[src/rtl/axis_text_framer.sv]
// axis_text_framer: AXI4-Stream text sink that assembles a ROWS x COLS
// character frame in a back buffer and, on tlast, commits it to four
// registered line outputs for the OLED string-display stage.
module axis_text_framer #(
  parameter int         COLS     = 16,
  parameter int         ROWS     = 4,
  parameter logic [7:0] PAD_CHAR = 8'h20
) (
  input  logic              clk,
  input  logic              rst,
  input  logic [7:0]        s_axis_tdata,
  input  logic              s_axis_tvalid,
  output logic              s_axis_tready,
  input  logic              s_axis_tlast,
  output logic [8*COLS-1:0] str1,
  output logic [8*COLS-1:0] str2,
  output logic [8*COLS-1:0] str3,
  output logic [8*COLS-1:0] str4,
  output logic              frame_done,
  output logic              overflow,
  output logic [15:0]       frame_count
);

  localparam int CELLS = ROWS * COLS;
  localparam int COL_W = (COLS > 1) ? $clog2(COLS) : 1;
  localparam int ROW_W = $clog2(ROWS + 1);
  // row counter reaches ROWS when the buffer is full
  localparam logic [ROW_W-1:0] ROW_FULL = ROW_W'(ROWS);
  localparam logic [COL_W-1:0] COL_LAST = COL_W'(COLS - 1);

  typedef enum logic {
    RECV   = 1'b0,
    COMMIT = 1'b1
  } state_t;

  state_t            state_reg;
  logic [ROW_W-1:0]  row_reg;
  logic [COL_W-1:0]  col_reg;
  logic              drop_reg;
  logic              frame_done_reg;
  logic              overflow_reg;
  logic [15:0]       frame_count_reg;
  logic [8*COLS-1:0] line_reg [ROWS];

  // back buffer cells, one byte each, flattened row-major
  logic [7:0]        cell_q [CELLS];
  logic [8*COLS-1:0] back_line [ROWS];

  // beat decode
  logic beat;
  logic is_print;
  logic is_lf;
  logic is_cr;
  logic is_ff;
  logic row_open;
  logic cell_wr;
  logic buf_clear;

  // Ready only in RECV and never while reset is held, so nothing is accepted
  // during the reset cycle and beats flow from the first cycle after it.
  assign s_axis_tready = (state_reg == RECV) && !rst;

  assign beat      = s_axis_tvalid && s_axis_tready;
  assign is_print  = (s_axis_tdata >= 8'h20) && (s_axis_tdata <= 8'h7E);
  assign is_lf     = (s_axis_tdata == 8'h0A);
  assign is_cr     = (s_axis_tdata == 8'h0D);
  assign is_ff     = (s_axis_tdata == 8'h0C);
  assign row_open  = (row_reg < ROW_FULL);
  assign cell_wr   = beat && is_print && row_open;
  // the buffer is wiped on form feed and on every commit
  assign buf_clear = (state_reg == COMMIT) || (beat && is_ff);

  // Each cell owns its own register: it loads the byte when the write
  // cursor points at it and falls back to PAD_CHAR on clear.
  genvar gi;
  generate
    for (gi = 0; gi < CELLS; gi++) begin : g_cell
      localparam logic [ROW_W-1:0] CELL_ROW = ROW_W'(gi / COLS);
      localparam logic [COL_W-1:0] CELL_COL = COL_W'(gi % COLS);
      logic [7:0] cell_reg;

      // cell storage: clear has priority over a write in the same cycle
      always_ff @(posedge clk) begin
        if (rst || buf_clear) begin
          cell_reg <= PAD_CHAR;
        end else if (cell_wr && (row_reg == CELL_ROW) && (col_reg == CELL_COL)) begin
          cell_reg <= s_axis_tdata;
        end
      end

      assign cell_q[gi] = cell_reg;
    end
  endgenerate

  // pack each buffer row into a line with column 0 in the MSBs
  always_comb begin
    for (int r = 0; r < ROWS; r++) begin
      back_line[r] = '0;
      for (int c = 0; c < COLS; c++) begin
        back_line[r][8*COLS-1-8*c -: 8] = cell_q[r*COLS + c];
      end
    end
  end

  // cursor/drop tracking, frame commit and registered status outputs
  always_ff @(posedge clk) begin
    if (rst) begin
      state_reg       <= RECV;
      row_reg         <= '0;
      col_reg         <= '0;
      drop_reg        <= 1'b0;
      frame_done_reg  <= 1'b0;
      overflow_reg    <= 1'b0;
      frame_count_reg <= 16'd0;
      for (int r = 0; r < ROWS; r++) begin
        line_reg[r] <= {COLS{PAD_CHAR}};
      end
    end else begin
      frame_done_reg <= 1'b0;
      case (state_reg)
        RECV: begin
          if (beat) begin
            if (is_print) begin
              if (row_open) begin
                if (col_reg == COL_LAST) begin
                  col_reg <= '0;
                  row_reg <= row_reg + 1'b1;
                end else begin
                  col_reg <= col_reg + 1'b1;
                end
              end else begin
                // buffer already full: character is lost
                drop_reg <= 1'b1;
              end
            end else if (is_lf) begin
              col_reg <= '0;
              if (row_open) begin
                row_reg <= row_reg + 1'b1;
              end
            end else if (is_cr) begin
              col_reg <= '0;
            end else if (is_ff) begin
              // drop flag survives a form feed on purpose
              row_reg <= '0;
              col_reg <= '0;
            end
            if (s_axis_tlast) begin
              state_reg <= COMMIT;
            end
          end
        end
        COMMIT: begin
          for (int r = 0; r < ROWS; r++) begin
            line_reg[r] <= back_line[r];
          end
          frame_done_reg  <= 1'b1;
          overflow_reg    <= drop_reg;
          frame_count_reg <= frame_count_reg + 16'd1;
          row_reg         <= '0;
          col_reg         <= '0;
          drop_reg        <= 1'b0;
          state_reg       <= RECV;
        end
        default: begin
          state_reg <= RECV;
        end
      endcase
    end
  end

  assign str1        = line_reg[0];
  assign str2        = line_reg[1];
  assign str3        = line_reg[2];
  assign str4        = line_reg[3];
  assign frame_done  = frame_done_reg;
  assign overflow    = overflow_reg;
  assign frame_count = frame_count_reg;

endmodule

[config.mk]
export PLATFORM = sky130hd
export DESIGN_NAME = axis_text_framer
export DESIGN_NICKNAME = d
export VERILOG_FILES = /design/src/rtl/axis_text_framer.sv
export SDC_FILE = /design/constraint.sdc
export NUM_CORES = 2
export LEC_CHECK = 0
export BUFFER_PORTS_ARGS = -buffer_cell sky130_fd_sc_hd__buf_4
export CAP_MARGIN = 20
export CORE_MARGIN = 2
export CORE_UTILIZATION = 50
export DETAILED_ROUTE_END_ITERATION = 10
export MAX_ROUTING_LAYER = met4
export PLACE_DENSITY = 0.71
export SYNTH_ARGS = -nofsm -noshare
export SYNTH_HDL_FRONTEND = slang
export SYNTH_SLANG_ARGS = --single-unit
[constraint.sdc]
create_clock -name clk -period 6 [get_ports clk]
set_input_delay 0.6 -clock clk [delete_from_list [all_inputs] [get_ports clk]]
set_output_delay 0.6 -clock clk [all_outputs]
set_load 0.02 [all_outputs]
---- After elaboration in Yosys (flattened, before gate mapping) ----
Memory sizes are Yosys's and may differ from the RTL's.
Index checks and enable logic that the tools add are counted.
storage, ports and cells
  input port bits ......................... 12
  word-level logic and storage cells ...... 228
  output and inout port bits .............. 531
  memories ................................ 1
  memory bits (writable) .................. 512
  register bits ........................... 539
cells by class
  add/subtract/negate cells ............... 3
  bitwise logic cells ..................... 5
  reduce and logical (&&, ||, !) cells .... 82
  muxes and demuxes ....................... 33
  equality and inequality tests ........... 30
  magnitude comparators ................... 3
memories
  name      words  bits a word  rd ports  clocked after memory_dff  wr ports  RTL line  source
  line_reg  4      128          4         0                         4         43        logic [8*COLS-1:0] line_reg [ROWS];
operators by type and width
  kind                     count
  $mux W128                4
  $logic_and A1 B1 Y1      74
  $eq A4 B4 Y1 const B     8
  $mux W4                  7
  $eq A8 B4 Y1 const B     3
  $mux W3                  8
  $add A16 B1 Y16 const B  1
  $eq A4 B3 Y1 const B     4
  $mux W1                  10
  $eq A4 B2 Y1 const B     2
  $ge A8 B6 Y1 const B     1
  $le A8 B7 Y1 const B     1
  $ne A4 B4 Y1 const B     2
  $pmux W4 S2              1
  $eq A3 B2 Y1 const B     2
  $ne A2 B2 Y1 const B     3
  $ne A3 B3 Y1 const B     2
  $pmux W3 S2              1
  $reduce_and A3 Y1        2
  $reduce_and A6 Y1        1
  $ne A5 B5 Y1 const B     1
  $add A4 B1 Y4 const B    1
  $eq A4 B1 Y1 const B     1
  $logic_not A4 Y1         1
  10 further kinds         15

---- Depth between registers and ports, before layout ----
  word-level depth ........................ 7
  gate-level depth with buffers ........... 9
  gate-level depth less buffers ........... 6

---- Worst setup path before layout ----
Ideal clock, no wire load.
  path type ............................... input port to flip-flop
  start point ............................. input port rst
  end point ............................... register g_cell[27].cell_reg[4]
  stages on the path ...................... 9
  data arrival time ....................... 5,383 ps
  setup slack ............................. 489 ps
  library setup time ...................... 128 ps
  cells stage by stage .................... buf_2 -> or2_0 -> buf_4 -> inv_2 -> buf_4 -> and2_1 -> clkbuf_1 -> nand2_1 -> o21ai_1
between the ends
  word-level cells in the longest chain between the ends .. 7
ends and longest elaborated chain
  item                              RTL line  source
  start: declaration                10        input logic rst,
  $logic_not A1 Y1 (*)              61        assign s_axis_tready = (state_reg == RECV) && !rst;
  $logic_and A1 B1 Y1 (*)           61
  net s_axis_tready                 13        output logic s_axis_tready,
  $logic_and A1 B1 Y1 (*)           63        assign beat = s_axis_tvalid && s_axis_tready;
  $logic_and A1 B1 Y1 (2 in a row)  69        assign cell_wr = beat && is_print && row_open;
  $logic_and A1 B1 Y1 (2 in a row)  86        end else if (cell_wr && (row_reg == CELL_ROW) && (col_reg == CELL_COL)) begin
  end signal: assignment            87        cell_reg <= s_axis_tdata;
  end: declaration                  80        logic [7:0] cell_reg;
Mark *: on every way through the listed nets, which the timed path passes. The rest lies on a longest branch.
A chain may end at the register's enable or synchronous reset.

---- Worst setup path in the final report ----
  start point ............................. register state_reg
  end point ............................... output port s_axis_tready
between the ends
  word-level cells in the longest chain between the ends .. 2
ends and longest elaborated chain
  item                      RTL line  source
  start: declaration        36        state_t state_reg;
  start signal: assignment  108       state_reg <= RECV;
  start signal: assignment  148       state_reg <= COMMIT;
  start signal: assignment  162       state_reg <= RECV;
  $not A1 Y1                -
  $logic_and A1 B1 Y1       61
  end: declaration          13
No other way between the ends.

==> impl_results.md <==
- Max-slew violation count: 0
- Clk_lat worst skew: 0.67 ns
- Die X: approximately 280 µm
- Logic pwr share: under 10%
- R2R depth: 5
- Synth cell types: 55
- Internal power: 11600 µW
- Final weighted congestion in routability-driven placement: 0.822
- Hold path endpoint: state_reg$_SDFF_PN0_
- Initial Util: 50.5%
- Initial antenna violation count: 1
- CP arrival: around 3.2 ns
- Worst Hold Depth: 2
- Max-Slew Margin vs Limit: 23.5%
- Worst Clk Skew: 0.0206 ns
- Chip Height: 279 µm
- Pre-CTS WS: 2.20 ns
- Vias after detailed routing: 24.9k
- Outcome: completed
- Synth Warn #: 0
- Clock network fraction of total power: 43.2%
- Top-area cell type share of the netlist area: approximately two fifths
- CTS Hold Bufs: 0
- Cell count after synthesis: 3290
- Routed Antenna Nets: 0
- Pre-antenna DRT Iters: 5
- Sequential Power Share: 51.5%
- Net Sw Frac: a little under a quarter
- Post-CTS resize count: 0
- Final TNS setup: 0 ns
- DRC: 0
- DPL Wire Length: 62.3 mm
- Fin nets: between 3k and 4k
- Kind of critical path: reg -> out
- CP startpoint kind: register
- Syn_area_per_cell: 11.5 µm²
- Drt wl/cell: 21.6 µm
- Register area share after synthesis: 69.4%
- Vias in the first global route: 23.5k
- CP endpoint kind: output pin
- Number of flops mapped to enable cells by yosys: 512
- Ys flop type: dfxtp_1
- Routed vias/inst: 5.26
- Internal reg-to-reg setup slack: 2.42 ns
- Finish-stage setup viols: 0
- Ys async rst share: 0%
- WL final: a little over 100 mm
- Cell Rows: 100
- Largest net degree at the start of global routing: 202
- Util after Layout: 60.9%
- Num Clock Sinks: 1051
- Worst Hold Launch: s_axis_tlast
- Fin worst setup slack: 2.23 ns
- Syn_nets: 3312
- Initial DRC Count: 2365
- Period minus WS final: 3.77 ns
- Final hold vios: 0
- Antenna fix cells: 0
- Port Buf Inserts: ~540
- Post-Syn Area: 0.0377 mm²
- Worst flop-to-flop path endpoint: g_cell[10].cell_reg[2]$_SDFFE_PP0P_
- GRT Util Overall: a little over a quarter
- GRT overflow: 0
- H-tree level count: 3
- Synth area leader: edfxtp_1
- Final period util: a little over three fifths
- Worst-Margin Slew: 1.15 ns
- CTS Buf Count: approximately 100
- Share of cells above drive strength 1: between 10% and 20%
- Post-CTS Repair Setup Buffers: 0
- Reg clk slew, reported paths: 0.06 ns
- First-pass GRT wire length: about 150 mm
- FF+latch count, synth: 1051
- Net switching power: ~3400 µW
- Synth area leaders: edfxtp_1 41%, dfxtp_1 29%, and2_1 7.5%
- Fmax achieved: between 200 and 300 MHz
- CTS tree: built
- CP max FO: 140
- Max IR drop VDD: 221 µV
- RSZ-0062 raised after global routing: false
- Power density of the placed cells: 331 mW/mm²
- Clock Tree Root: clkbuf_16
- CTS Buffer Depth: 3
- Core Area: 0.0746 mm²
- FILL cells: 5966
- DIE AREA: 0.0776 mm²
- Max-Cap Viols: 0
- Top Ports: between 500 and 600
- Worst EP required: roughly 5.4 ns
- Area grow syn2layout: 20.5%
- Leakage: 0.0175 µW
- Worst reg2reg startpoint: state_reg$_SDFF_PN0_
- Min-delay worst type: in -> reg
-- per-stage QoR --
| stage | power [µW] | hold slack (ns) | instance area (µm²) | instances |
|---|---|---|---|---|
| 6_report | 15000 | 0.200 | 45400 | 4742 |
| 2_1_floorplan | 8290 | 0.405 | 37700 | 3290 |
| 4_1_cts | 15100 | 0.174 | 45400 | 4742 |
| 5_1_grt | 15500 | 0.183 | 45400 | 4742 |
| 3_3_place_gp | 8690 | 0.411 | 42000 | 4543 |
| 3_5_place_dp | 8690 | 0.415 | 42000 | 4544 |
-- cell type report --
type,instances,area (µm²),share of cell area (%)
Timing Repair Buffer,568,4340,9.56
Clock inverter,46,508,1.12
Tap cell,969,1210,2.67
Sequential cell,1051,26200,57.6
Multi-Input combinational cell,1948,10200,22.5
Inverter,8,30.0,0.0661
Clock buffer,152,2910,6.42
-- logic make-up after synthesis --
family          synth area share [%]
fa+ha+maj                      0.332
simple gates                    19.5
flops                           69.4
mux                            0.481
buf+inv                         3.50
compound gates                  6.34
xor+xnor                       0.372
-- worst max-delay path: stages, from the launching register on --
cell and delay (ns):
dfxtp_1 0.68, or2_4 0.62, buf_12 0.56, inv_2 0.33, buf_4 0.27
-- layer usage --
metal / vias to the layer above / track usage, % / wire (µm)
met1: 12012 / 33.8 / 42700
met5: - / - / 0
met2: 820 / 41.5 / 48300
met3: 179 / 6.24 / 7900
li1: 11929 / - / -
met4: 0 / 9.40 / 3330
-- power groups by stage --
stage / Sequential, µW / Clock (µW) / Combinational [µW]
CTS: 7740 / 6590 / 800
floorplan: 8070 / 0 / 217
finish: 7740 / 6500 / 793
global route: 7750 / 6880 / 828
detailed placement: 7890 / 0 / 799
global placement: 7890 / 0 / 797
-- placed cells by master, fill, tap and decap left out, types with 17 or more instances in the layout --
cell / netlist / layout
and2_1: 454 / 454
nand3_1: 221 / 221
a21oi_1: 71 / 71
edfxtp_1: 512 / 512
buf_4: 14 / 562
nand2_1: 477 / 474
and3_1: 74 / 74
nor2_1: 85 / 85
mux2i_1: 17 / 17
clkbuf_16: 0 / 105
clkbuf_1: 133 / 36
o21ai_1: 187 / 187
o21ai_0: 175 / 175
clkinv_2: 0 / 17
dfxtp_1: 539 / 539
nor3_1: 45 / 45
nand2b_1: 65 / 65
-- worst max path at each step --
stage / startpoint / to / slack [ns] / cells past startpoint
final: state_reg$_SDFF_PN0_ / s_axis_tready / 2.23 / 4
after global routing: state_reg$_SDFF_PN0_ / s_axis_tready / 1.93 / 4
after CTS: state_reg$_SDFF_PN0_ / s_axis_tready / 2.00 / 4
after detailed placement: rst / g_cell[52].cell_reg[2]$_SDFFE_PP0P_ / 2.20 / 6
after global placement: rst / g_cell[21].cell_reg[2]$_SDFFE_PP0P_ / 2.21 / 6
after floorplan: rst / g_cell[27].cell_reg[4]$_SDFFE_PP0P_ / 0.49 / 9
-- cells in the mapped netlist (all sizes together), types with 65 or more instances --
library cell	count
o21ai	362
edfxtp	512
nor2	86
a21oi	71
and3	74
nand2b	65
nand3	221
buf	146
clkbuf	137
dfxtp	539
nand2	477
and2	456
No activity file was read; power rests on OpenSTA's default activity.
